### config.mk
export PLATFORM = sky130hd
export DESIGN_NAME = mem_arb_nport
export DESIGN_NICKNAME = d
export VERILOG_FILES = /design/src/rtl/mem_arb_nport.sv
export SDC_FILE = /design/constraint.sdc
export NUM_CORES = 1
export LEC_CHECK = 0
export BUFFER_PORTS_ARGS = -buffer_cell sky130_fd_sc_hd__buf_2
export CAP_MARGIN = 20
export CORE_MARGIN = 2
export CORE_UTILIZATION = 55
export DETAILED_ROUTE_END_ITERATION = 10
export GPL_TIMING_DRIVEN = 0
export HOLD_SLACK_MARGIN = 0.15
export PLACE_DENSITY = 0.85
export SKIP_LAST_GASP = 1
export SYNTH_ARGS = -nofsm -noshare
export SYNTH_HDL_FRONTEND = slang
export SYNTH_SLANG_ARGS = --single-unit
### constraint.sdc
create_clock -name clk -period 3.8 [get_ports clk]
set_input_delay 0.19 -clock clk [delete_from_list [all_inputs] [get_ports clk]]
set_output_delay 0.19 -clock clk [all_outputs]
set_load 0.02 [all_outputs]
### src/rtl/mem_arb_nport.sv
`default_nettype none
// ============================================================================
// Module      : mem_arb_nport
// Description : NUM_PORTS valid/ready requesters sharing one synchronous
//               storage array (mem) through a round-robin arbiter, with
//               configurable wait states and out-of-range address detection.
//               Optional macro MEM_ARB_PARITY_EN adds an even-parity bit per
//               word; a parity mismatch on read raises err with ready.
// Revision    : 1.0 - initial release
// ============================================================================
module mem_arb_nport #(
    parameter int WIDTH       = 8,
    parameter int DEPTH       = 16,
    parameter int ADDR_WIDTH  = $clog2(DEPTH),
    parameter int NUM_PORTS   = 2,
    parameter int WAIT_STATES = 1
) (
    input  logic                             clk,
    input  logic                             rst,
    input  logic [NUM_PORTS-1:0]             valid,
    input  logic [NUM_PORTS-1:0]             wr_rd,
    input  logic [NUM_PORTS*ADDR_WIDTH-1:0]  addr,
    input  logic [NUM_PORTS*WIDTH-1:0]       wdata,
    output logic [NUM_PORTS*WIDTH-1:0]       rdata,
    output logic [NUM_PORTS-1:0]             ready,
    output logic [NUM_PORTS-1:0]             err
);

    localparam int c_GW = (NUM_PORTS > 1) ? $clog2(NUM_PORTS) : 1;
`ifdef MEM_ARB_PARITY_EN
    localparam int c_MW = WIDTH + 1;
`else
    localparam int c_MW = WIDTH;
`endif

    localparam logic [1:0]      c_ST_IDLE   = 2'd0;
    localparam logic [1:0]      c_ST_ACCESS = 2'd1;
    localparam logic [1:0]      c_ST_RESP   = 2'd2;
    localparam logic [c_GW-1:0] c_LAST_INIT = c_GW'(NUM_PORTS - 1);
    localparam logic [2:0]      c_WAIT      = 3'(WAIT_STATES);

    // Storage array; name is fixed so benches can reach it for backdoor access
    logic [c_MW-1:0] mem [0:DEPTH-1];

    logic [1:0]            r_state;
    logic [1:0]            w_state_next;
    logic [c_GW-1:0]       r_grant;
    logic [c_GW-1:0]       r_last_grant;
    logic                  r_wr;
    logic [ADDR_WIDTH-1:0] r_addr;
    logic [WIDTH-1:0]      r_wdata;
    logic [2:0]            r_cnt;
    logic                  r_err;

    logic [c_GW-1:0]       w_pick;
    logic [c_GW-1:0]       w_idx;
    logic                  w_found;
    logic                  w_oor;
    logic                  w_par_err;
    logic                  w_err;
    logic                  w_do_access;
    logic [c_MW-1:0]       w_rd_word;

    // Out-of-range detection only exists when the address space exceeds DEPTH
    generate
        if (DEPTH < (2 ** ADDR_WIDTH)) begin : g_oor
            localparam logic [ADDR_WIDTH:0] c_DEPTH_EXT = (ADDR_WIDTH + 1)'(DEPTH);
            assign w_oor = ({1'b0, r_addr} >= c_DEPTH_EXT);
        end else begin : g_no_oor
            assign w_oor = 1'b0;
        end
    endgenerate

    assign w_do_access = (r_state == c_ST_ACCESS) && (r_cnt == 3'd0);
    assign w_rd_word   = w_oor ? '0 : mem[r_addr];

`ifdef MEM_ARB_PARITY_EN
    // Even parity: data bits plus stored parity bit must XOR to zero
    assign w_par_err = !w_oor && !r_wr && (^w_rd_word);
`else
    assign w_par_err = 1'b0;
`endif
    assign w_err = w_oor | w_par_err;

    // Round-robin pick: first requesting port after the last one served
    always_comb begin
        w_pick  = r_last_grant;
        w_found = 1'b0;
        w_idx   = '0;
        for (int i = 1; i <= NUM_PORTS; i++) begin
            w_idx = c_GW'((int'(r_last_grant) + i) % NUM_PORTS);
            if (!w_found && valid[w_idx]) begin
                w_pick  = w_idx;
                w_found = 1'b1;
            end
        end
    end

    // State register
    always_ff @(posedge clk or posedge rst) begin
        if (rst) begin
            r_state <= c_ST_IDLE;
        end else begin
            r_state <= w_state_next;
        end
    end

    // Next-state logic; valid is only looked at in IDLE
    always_comb begin
        w_state_next = r_state;
        case (r_state)
            c_ST_IDLE:   if (|valid) w_state_next = c_ST_ACCESS;
            c_ST_ACCESS: if (r_cnt == 3'd0) w_state_next = c_ST_RESP;
            c_ST_RESP:   w_state_next = c_ST_IDLE;
            default:     w_state_next = c_ST_IDLE;
        endcase
    end

    // Response outputs: one-cycle pulse on the granted port while in RESP
    always_comb begin
        ready = '0;
        err   = '0;
        if (r_state == c_ST_RESP) begin
            ready[r_grant] = 1'b1;
            err[r_grant]   = r_err;
        end
    end

    // Request latch, wait counter, grant history and per-port read data
    always_ff @(posedge clk or posedge rst) begin
        if (rst) begin
            r_grant      <= '0;
            r_last_grant <= c_LAST_INIT;
            r_wr         <= 1'b0;
            r_addr       <= '0;
            r_wdata      <= '0;
            r_cnt        <= 3'd0;
            r_err        <= 1'b0;
            rdata        <= '0;
        end else begin
            if (r_state == c_ST_IDLE && (|valid)) begin
                r_grant <= w_pick;
                r_wr    <= wr_rd[w_pick];
                r_addr  <= addr[w_pick*ADDR_WIDTH +: ADDR_WIDTH];
                r_wdata <= wdata[w_pick*WIDTH +: WIDTH];
                r_cnt   <= c_WAIT;
            end else if (r_state == c_ST_ACCESS) begin
                if (r_cnt != 3'd0) begin
                    r_cnt <= r_cnt - 3'd1;
                end else begin
                    r_last_grant <= r_grant;
                    r_err        <= w_err;
                    if (!r_wr) begin
                        rdata[r_grant*WIDTH +: WIDTH] <= w_rd_word[WIDTH-1:0];
                    end
                end
            end
        end
    end

    // Array write; an async reset forces IDLE first, so an abandoned access never writes
    always_ff @(posedge clk) begin
        if (w_do_access && r_wr && !w_oor) begin
`ifdef MEM_ARB_PARITY_EN
            mem[r_addr] <= {^r_wdata, r_wdata};
`else
            mem[r_addr] <= r_wdata;
`endif
        end
    end

endmodule
`default_nettype wire

==> impl_metrics.env, run 1 <==
export IMPL_fin_crit_sh_pct=76.8
export IMPL_drt_first_pass_iters=4
export IMPL_die_h_microns=113
export IMPL_num_fill_cells=651
export IMPL_syn_to_final_growth_pct=20.3
export IMPL_cts_buffer_depth=2
export IMPL_synth_common_cells="edfxtp_1 (128), dfrtp_1 (35), nor2_1 (31)"
export IMPL_register_area_sq_um=4750
export IMPL_synth_largest_area_cell="edfxtp_1"
export IMPL_total_power_mw=6.38
export IMPL_synth_warnings=0
export IMPL_htreeDepth=4
export IMPL_grt_overflow_total=0
export IMPL_leakagePower_nw=2.94
export IMPL_start_kind="register"
export IMPL_crit_arrival_ns=2.97
export IMPL_min_from="addr[3]"
export IMPL_synth_top_area_share_pct=58.3
export IMPL_drt_vias_per_instance=6.27
export IMPL_cap_violations=0
export IMPL_dieArea_sq_um=12900
export IMPL_whs_ns=0.160
export IMPL_rsz0062_at_grt="false"
export IMPL_clock_latency_ns=0.43
export IMPL_final_cells=640
export IMPL_rr_startpoint="r_cnt[0]"
export IMPL_slew_headroom_pct=35.6
export IMPL_tns_ns=0
export IMPL_antenna_found_initial=0
export IMPL_synth_cell_area_sq_um=6590
export IMPL_critPathMaxFanout=8
export IMPL_clk_pin_slew_ns=0.07
export IMPL_synthFlopType="edfxtp_1"
export IMPL_cts_buffers=17
export IMPL_powerDensity_nw_per_um2=805
export IMPL_slew_viol_final=0
export IMPL_clock_sinks=164
export IMPL_port_buffers=47
export IMPL_grt_usage_pct=26.3
export IMPL_grt_first_pass_wirelength_mm=24.3
export IMPL_critPathKind="register to register"
export IMPL_fp_dieW_microns=113
export IMPL_io_pins=50
export IMPL_coreArea_sq_um=11600
export IMPL_cp_required_ns=3.85
export IMPL_grt_max_degree=20
export IMPL_ys_ff_latch=164
export IMPL_ir_worst_vdd_mv=0.597
export IMPL_synth_most_common_cell="edfxtp_1"
export IMPL_synth_edf_count=128
export IMPL_crit_path_start="r_cnt[0]"
export IMPL_cts_root_buf="clkbuf_16"
export IMPL_drt_iter0_drc=496
export IMPL_via_count=4010
export IMPL_drc_errors=0
export IMPL_status="completed"
export IMPL_cts_repair_resized=0
export IMPL_yosysSeqAreaShare_pct=72.0
export IMPL_dp_cells=582
export IMPL_setup_viol=0
export IMPL_synth_cell_types=37
export IMPL_multi_input_area_sq_um=1700
export IMPL_drive_gt1_share_pct=26.0
export IMPL_async_flop_share_pct=22.0
export IMPL_gp_congestion=0.782
export IMPL_initial_core_util_pct=57.0
export IMPL_dp_hpwl_mm=9.36
export IMPL_routed_wl_mm=15.9
export IMPL_ant_nets=0
export IMPL_syn_inst=387
export IMPL_end_kind="register"
export IMPL_nNetsFinal=516
export IMPL_cts_tree="built"
export IMPL_hold_viol=0
export IMPL_period_minus_slack_ns=2.92
export IMPL_avgSynthCellArea_sq_um=17.0
export IMPL_tightest_slew_ns=0.962
export IMPL_finalClockSkew_ns=0.0131
export IMPL_diodes=0
export IMPL_wl_per_cell_microns=24.9
export IMPL_grt_pass1_vias=4254
export IMPL_fmax_ghz=0.343
export IMPL_row_count=39
export IMPL_synth_area_leaders="edfxtp_1 (58%), dfrtp_1 (13%), mux4_2 (5.8%)"
export IMPL_min_path_type="input pin to register"
[sequential cells by signal, indices dropped and copies added (netlist names)]
name	flops
r_last_grant	1
rdata	16
r_wdata	8
mem	128
r_state	2
r_cnt	3
r_grant	1
r_wr	1
r_addr	4
[per-stage QoR]
| stage | setup WS (ns) | util (%) | cell area [sq um] |
|---|---|---|---|
| 6_report | 0.882 | 68.6 | 7930 |
| 5_1_grt | 0.778 | 68.6 | 7930 |
| 4_1_cts | 0.900 | 68.5 | 7930 |
| 3_5_place_dp | 0.915 | 61.0 | 7050 |
| 3_3_place_gp | 0.791 | 60.6 | 7010 |
| 2_1_floorplan | 1.27 | - | 6600 |
[routing by layer]
metal / part of all wire (%) / global-route usage [%] / vias to the layer above
li1: - / - / 1697
met1: 35 / 32.8 / 2018
met2: 53 / 44.9 / 265
met3: 8.6 / 6.32 / 30
met4: 2.7 / 10.8 / 0
met5: 0 / 0 / -
[critical path: stages (launching register included)]
cell	delay, ns
dfrtp_1	0.39
inv_1	0.08
ha_1	0.16
ha_1	0.18
nand3b_1	0.22
or4b_2	0.73
nor2_1	0.76
[power breakdown]
part | leakage [nW] | internal (mW) | switching, mW | total, mW
clock | 0.300 | 1.06 | 0.692 | 1.75
sequential | 1.59 | 2.35 | 0.353 | 2.70
combinational | 1.05 | 0.805 | 1.12 | 1.92
[final timing paths]
check,cells after the start,slack (ns),to
hold reg to reg,2,0.48,r_last_grant
hold / removal,3,0.16,r_addr[3]
setup / recovery,6,0.88,mem[12][1]
min in group asynchronous,3,0.47,r_wdata[5]
max in group asynchronous,4,2.69,r_last_grant
setup reg to reg,6,0.88,mem[12][1]
[area by class of cell]
| class | count | area share [%] |
|---|---|---|
| Clock buffer | 25 | 6.80 |
| Inverter | 5 | 0.237 |
| Tap cell | 143 | 2.26 |
| Timing Repair Buffer | 77 | 6.75 |
| Multi-Input combinational cell | 195 | 21.5 |
| Buffer | 24 | 1.63 |
| Sequential cell | 164 | 59.8 |
| Clock inverter | 7 | 1.03 |
[cell families after synthesis]
group,count (synthesis),share of synthesized area [%]
compound gates,59,5.88
other cells,1,0.0569
fa+ha+maj,2,0.380
flops,164,72.0
simple gates,70,4.94
xor+xnor,1,0.133
mux,61,14.4
buf+inv,29,2.24
[what timing repair did]
item | CTS | global route
hold buffers | 25 | 0
setup endpoints to repair | 0 | 0
buffers inserted | 0 | 0
hold endpoints to repair | 30 | 0
[layout by cell type (no fill, tap or decap), types with 2 or more instances in the layout]
cell type	n
nor2_1	31
nand2_1	20
buf_4	5
a211oi_1	2
mux2_2	8
conb_1	2
dfrtp_1	35
clkbuf_1	12
buf_2	57
clkbuf_8	2
dlygate4sd3_1	25
nand2b_1	3
buf_6	2
o21ai_0	15
mux4_2	17
mux2i_1	29
nor3_1	5
ha_1	2
buf_1	2
edfxtp_1	128
clkbuf_16	20
inv_1	5
a2bb2oi_1	8
clkinv_4	3
inv_6	2
nor3b_1	2
a22oi_2	7
mux4_1	7
nand4b_1	2
a21oi_1	24
Power figures use the tool's default switching activity.
==> inputs of run 2 (changes only) <==
==> constraint.sdc (replaced) <==
create_clock -name clk -period 2.8 [get_ports clk]
set_input_delay 0.14 -clock clk [delete_from_list [all_inputs] [get_ports clk]]
set_output_delay 0.14 -clock clk [all_outputs]
set_load 0.02 [all_outputs]
==> run 2 against run 1 <==
- core utilization is 0.61 points higher
- maximum frequency is 6.1% higher
- die area stayed put
- via count hardly changed
- final cell count is 0.47% higher
- sequential share of layout area is 0.52 points lower
- setup slack worse by 0.83 ns
- sequential cell count stayed put
- wire length is 0.33% lower
- critical path type unchanged
- critical endpoint is now mem[0][1]
- largest cell class unchanged
- largest power group unchanged
==> impl_metrics.env, run 2 (synthesized netlist as in run 1, its figures left out) <==
export IMPL_status="completed"
export IMPL_grt_pass1_vias=4262
export IMPL_grt_max_degree=20
export IMPL_p_switching_mw=2.95
export IMPL_crit_path_cell_trace="inv_1 -> ha_1 -> ha_1 -> nand3b_1 -> or4b_2 -> nor3_2 -> buf_4"
export IMPL_max_stage_delay_ns=0.78
export IMPL_mostFrequentLayoutCells="edfxtp_1 (128), buf_2 (56), dfrtp_1 (35), mux2i_1 (29), dlygate4sd3_1 (29)"
export IMPL_hold_viol=0
export IMPL_drive_gt1_share_pct=27.6
export IMPL_cts_root_buf="clkbuf_16"
export IMPL_r2r_slack_ns=0.05
export IMPL_path_delay_family="simple AND/OR/NAND/NOR gates"
export IMPL_layout_commonest_cell="edfxtp_1"
export IMPL_cp_required_ns=2.94
export IMPL_slew_viol_final=0
export IMPL_clock_sinks=164
export IMPL_hold_end="r_cnt[0]"
export IMPL_netSwitchingFraction_pct=34.0
export IMPL_tightest_slew_ns=0.854
export IMPL_htreeDepth=4
export IMPL_coreArea_sq_um=11600
export IMPL_syn_to_final_growth_pct=21.4
export IMPL_routed_wl_mm=15.9
export IMPL_seqPwrFrac_pct=42.3
export IMPL_ant_nets=0
export IMPL_clock_latency_ns=0.43
export IMPL_setup_viol=0
export IMPL_cts_tree="built"
export IMPL_combPwrFrac_pct=30.4
export IMPL_whs_ns=0.355
export IMPL_period_minus_slack_ns=2.75
export IMPL_rsz0062_at_grt="true"
export IMPL_io_pins=50
export IMPL_drt_vias_per_instance=6.23
export IMPL_crit_path_frequent_cell="ha_1"
export IMPL_tns_ns=0
export IMPL_leakagePower_nw=2.95
export IMPL_crit_buf_inv=2
export IMPL_min_from="valid[1]"
export IMPL_timing_final_ws_setup_ns=0.0491
export IMPL_slew_headroom_pct=42.6
export IMPL_grt_usage_pct=26.5
export IMPL_dp_hpwl_mm=9.36
export IMPL_die_h_microns=113
export IMPL_nNetsFinal=519
export IMPL_critPathMaxFanout=5
export IMPL_finalClockSkew_ns=0.0109
export IMPL_initial_core_util_pct=57.0
export IMPL_ff2ff_path_depth=7
export IMPL_cap_violations=0
export IMPL_cts_buffers=17
export IMPL_diodes=0
export IMPL_reg_top3="mem (128), rdata (16), r_wdata (8)"
export IMPL_drc_errors=0
export IMPL_critPathKind="register to register"
export IMPL_drt_first_pass_iters=5
export IMPL_wl_per_cell_microns=24.7
export IMPL_top_register="mem"
export IMPL_p_int_mw=5.73
export IMPL_antenna_found_initial=0
export IMPL_dp_slack_ns=-0.0851
export IMPL_fmax_ghz=0.364
export IMPL_rr_startpoint="r_cnt[0]"
export IMPL_fp_dieW_microns=113
export IMPL_gp_congestion=0.782
export IMPL_ir_worst_vdd_mv=0.815
export IMPL_end_kind="register"
export IMPL_cp_slowest_cell="or4b_2"
export IMPL_grt_first_pass_wirelength_mm=24.3
export IMPL_clkPwrFrac_pct=27.3
export IMPL_worstReg2RegEnd="mem[0][1]"
export IMPL_fin_crit_sh_pct=98.2
export IMPL_clk_pin_slew_ns=0.07
export IMPL_dieArea_sq_um=12900
export IMPL_powerDensity_nw_per_um2=1090
export IMPL_port_buffers=47
export IMPL_drt_iter0_drc=431
export IMPL_row_count=39
export IMPL_grt_overflow_total=0
export IMPL_cts_buffer_depth=2
export IMPL_start_kind="register"
export IMPL_via_count=4009
export IMPL_min_path_type="input pin to register"
export IMPL_hold_depth=4
export IMPL_crit_arrival_ns=2.89
export IMPL_largest_reg_flops=128
[run 2: routing by layer]
layer	vias to the layer above	global-route usage (%)	share of wire [%]
met2	235	45.2	53
met1	2032	32.4	35
met5	-	0	0
met3	30	6.80	8.5
met4	0	11.1	2.8
li1	1712	-	-
[run 2: worst max path at each step]
stage	to	start	slack [ns]	depth (start not counted)
2_1_floorplan	mem[0][0]	r_cnt[0]	0.27	6
3_3_place_gp	mem[0][3]	r_cnt[0]	-0.21	6
3_5_place_dp	mem[0][3]	r_cnt[0]	-0.09	7
4_1_cts	mem[8][1]	r_cnt[0]	-0.02	6
5_1_grt	mem[0][1]	r_cnt[0]	-0.04	7
6_report	mem[0][1]	r_cnt[0]	0.05	7
[run 2: power by group through the flow]
stage | clock (mW) | combinational [mW] | sequential, mW
2_1_floorplan | 0 | 1.61 | 3.63
3_3_place_gp | 0 | 2.32 | 3.62
3_5_place_dp | 0 | 2.43 | 3.68
4_1_cts | 2.37 | 2.58 | 3.64
5_1_grt | 2.49 | 2.80 | 3.71
6_report | 2.37 | 2.64 | 3.67
[run 2: worst reg2reg max path, cell delays in order (launching register included)]
cell and delay, ns:
dfrtp_1 0.41, inv_1 0.07, ha_1 0.15, ha_1 0.18, nand3b_1 0.22, or4b_2 0.78
nor3_2 0.41, buf_4 0.24
[run 2: area by class of cell]
type	instances	area, sq um
timing repair buffer	80	571
fill	649	3560
buffer	24	129
inverter	5	18.8
clock inverter	7	81.3
multi-input combinational	195	1740
tap	143	179
sequential	164	4750
clock buffer	25	539
[run 2: stage by stage]
step | utilization, % | instances | cell area (sq um) | total power, mW
5_1_grt | 69.2 | 643 | 8000 | 8.99
2_1_floorplan | - | 388 | 6600 | 5.24
4_1_cts | 69.0 | 643 | 7980 | 8.59
6_report | 69.2 | 643 | 8000 | 8.68
3_5_place_dp | 61.0 | 582 | 7050 | 6.12
3_3_place_gp | 60.6 | 578 | 7010 | 5.94
[run 2: timing repair]
item | CTS | global route
hold buffers | 29 | 0
buffers inserted | 0 | 0
endpoints found under the hold margin | 32 | 0
setup endpoints to repair | 24 | 44
gates cloned | 0 | 0
gates resized for setup | 4 | 6
==> inputs of run 3 (changes only) <==
--- a/config.mk
+++ b/config.mk
@@ -5,6 +5,7 @@
 export SDC_FILE = /design/constraint.sdc
 export NUM_CORES = 1
 export LEC_CHECK = 0
+export ABC_AREA = 1
 export BUFFER_PORTS_ARGS = -buffer_cell sky130_fd_sc_hd__buf_2
 export CAP_MARGIN = 20
 export CORE_MARGIN = 2
==> run 3 against run 2 <==
- synthesized area up 4.4%
- maximum frequency up 4.6%
- count of clock-buffer cells in the layout down 7
- synthesized cell count up 79%
- hold slack worse by 0.17 ns
- via count up 34%
- clock power down 5%
- global-route usage up 0.62 points
- non-clock buffer count down 2
- clock skew up 0.00056 ns
- critical path depth unchanged
- critical path type unchanged
- critical endpoint is now mem[8][1]
- highest routed layer unchanged
==> impl_metrics.env, run 3 <==
export IMPL_min_path_type="input pin to register"
export IMPL_cap_violations=0
export IMPL_max_stage_delay_ns=0.69
export IMPL_num_fill_cells=844
export IMPL_crit_buf_inv=1
export IMPL_clock_latency_ns=0.43
export IMPL_grt_overflow_total=0
export IMPL_crit_end="mem[8][1]"
export IMPL_drt_first_pass_iters=5
export IMPL_fmax_ghz=0.380
export IMPL_crit_path_start="r_cnt[0]"
export IMPL_clock_sinks=164
export IMPL_routed_wl_mm=17.2
export IMPL_layout_commonest_cell="nand2_1"
export IMPL_drt_iter0_drc=534
export IMPL_antenna_found_initial=0
export IMPL_multi_input_area_sq_um=1910
export IMPL_cts_buffer_depth=2
export IMPL_synth_top_area_share_pct=55.9
export IMPL_cts_tree="built"
export IMPL_finalClockSkew_ns=0.0115
export IMPL_hold_buffers=27
export IMPL_row_count=40
export IMPL_coreArea_sq_um=12100
export IMPL_synth_warnings=0
export IMPL_reg_top3="mem (128), rdata (16), r_wdata (8)"
export IMPL_synth_largest_area_cell="edfxtp_1"
export IMPL_rsz0062_at_grt="false"
export IMPL_dieArea_sq_um=13400
export IMPL_ir_worst_vdd_mv=0.549
export IMPL_synth_top_family_by_area="simple AND/OR/NAND/NOR gates"
export IMPL_powerDensity_nw_per_um2=1080
export IMPL_ys_ff_latch=164
export IMPL_grt_usage_pct=27.1
export IMPL_grt_first_pass_wirelength_mm=26.5
export IMPL_met3_usage_pct=5.65
export IMPL_grt_util_met1_pct=34.8
export IMPL_end_kind="register"
export IMPL_synth_xor_xnor_area_share_pct=0
export IMPL_gp_congestion=0.955
export IMPL_critPathMaxFanout=8
export IMPL_fin_crit_sh_pct=93.9
export IMPL_clk_pin_slew_ns=0.06
export IMPL_leakagePower_nw=3.67
export IMPL_ant_nets=0
export IMPL_dp_cells=911
export IMPL_nNetsFinal=821
export IMPL_cts_buffers=17
export IMPL_period_minus_slack_ns=2.63
export IMPL_async_flop_share_pct=22.0
export IMPL_synth_simple_area_share_pct=23.5
export IMPL_grt_max_degree=20
export IMPL_avgSynthCellArea_sq_um=9.92
export IMPL_rr_startpoint="r_cnt[0]"
export IMPL_whs_ns=0.183
export IMPL_drive_gt1_share_pct=12.6
export IMPL_crit_arrival_ns=2.69
export IMPL_synth_most_common_cell="nand2_1"
export IMPL_cp_required_ns=2.86
export IMPL_dp_hpwl_mm=11.0
export IMPL_final_cells=971
export IMPL_met2_usage_pct=44.0
export IMPL_slew_viol_final=0
export IMPL_wl_per_cell_microns=17.7
export IMPL_tightest_slew_ns=0.809
export IMPL_top_usage_layer="met2"
export IMPL_via_count=5354
export IMPL_cts_setup_buffers=0
export IMPL_fp_dieW_microns=116
export IMPL_start_kind="register"
export IMPL_cts_repair_resized=0
export IMPL_r2r_slack_ns=0.17
export IMPL_tns_ns=0
export IMPL_crit_path_cell_trace="inv_1 -> ha_1 -> ha_1 -> nand2_1 -> nor2_1 -> nand3_1 -> nor2_1"
export IMPL_synthFlopType="edfxtp_1"
export IMPL_top_register="mem"
export IMPL_ff2ff_path_depth=7
export IMPL_cts_root_buf="clkbuf_16"
export IMPL_initial_core_util_pct=56.8
export IMPL_hold_viol=0
export IMPL_critPathKind="register to register"
export IMPL_register_area_sq_um=4750
export IMPL_synth_cell_types=20
export IMPL_yosysSeqAreaShare_pct=69.0
export IMPL_synth_edf_count=128
export IMPL_synth_area_leaders="edfxtp_1 (56%), nand2_1 (21%), dfrtp_1 (13%)"
export IMPL_port_buffers=47
export IMPL_syn_to_final_growth_pct=19.2
export IMPL_muxShareOfSynthArea_pct=0
export IMPL_synth_cell_area_sq_um=6880
export IMPL_drc_errors=0
export IMPL_htreeDepth=4
export IMPL_cp_slowest_cell="nor2_1"
export IMPL_hold_depth=3
export IMPL_status="completed"
export IMPL_synthAdderAreaFrac_pct=0.364
export IMPL_grt_pass1_vias=5246
export IMPL_mostFrequentLayoutCells="nand2_1 (383), edfxtp_1 (128), buf_2 (59), nor2_1 (37), dfrtp_1 (35)"
export IMPL_critical_path_depth=7
export IMPL_setup_viol=0
export IMPL_largest_reg_flops=128
export IMPL_die_h_microns=116
export IMPL_syn_inst=694
export IMPL_synth_common_cells="nand2_1 (383), edfxtp_1 (128), nor2_1 (37)"
export IMPL_synth_compound_area_share_pct=3.76
export IMPL_slew_headroom_pct=45.9
export IMPL_io_pins=50
export IMPL_drt_vias_per_instance=5.51
export IMPL_path_delay_family="simple AND/OR/NAND/NOR gates"
export IMPL_worstReg2RegEnd="mem[8][1]"
==> run 3: cell types whose count changed after synthesis, sizes merged, moves of 5 or more <==
cell     change
a21oi       -23
a22oi        -8
a2bb2oi      -8
buf          +5
inv         +18
mux2         -8
mux2i       -29
mux4        -24
nand2      +363
nor2         +8
o21ai       +26
o22ai        +7
==> run 3: worst min-delay path by stage <==
stage,start,to,slack [ns]
after floorplan,rst,r_addr[0],0.31
after global placement,wdata[7],r_wdata[7],0.40
after detailed placement,rst,r_state[0],0.31
after CTS,valid[0],r_state[0],0.15
after global routing,valid[0],r_state[0],0.21
final,valid[0],r_state[0],0.18
==> run 3: kinds of logic after synthesis <==
logic type               count (synthesis)
AND/OR/NAND/NOR                        427
flip-flops                             164
AO/OA/AOI/OAI                           50
buffers and inverters                   50
adder cells (fa/ha/maj)                  2
other                                    1
==> run 3: worst register-to-register path: cells and delay by family, from the launching register on <==
kind	cells	cell delay, ns
buf+inv	1	0.11
simple gates	4	1.46
flops	1	0.36
fa+ha+maj	2	0.34
==> run 3: power by group <==
group	internal [mW]	total (mW)	switching [mW]
combinational	0.941	2.91	1.97
clock	1.38	2.26	0.881
sequential	3.19	3.68	0.495
==> run 3: cell type report <==
cell class,count,share of cell area [%]
multi-input cells,481,23.3
repair buffers,75,6.50
well taps,168,2.56
clock buffers,18,5.23
clock inverters,14,1.74
inverters,23,1.05
diodes,1,0.0305
flip-flops and latches,164,57.9
plain buffers,27,1.74
==> run 3: stage by stage <==
step	utilization [%]	worst slack [ns]	power, mW	instance area (sq um)
4_1_cts	67.7	0.239	8.71	8200
2_1_floorplan	-	0.905	5.29	6890
6_report	67.7	0.170	8.85	8200
5_1_grt	67.7	0.0372	9.28	8200
3_5_place_dp	60.8	0.276	6.28	7360
3_3_place_gp	60.5	0.395	6.14	7330
==> run 3: layer usage <==
metal,up-vias,wire length (microns)
met5,-,0
met2,294,8460
met1,2547,6570
met4,0,738
met3,68,1440
li1,2445,-
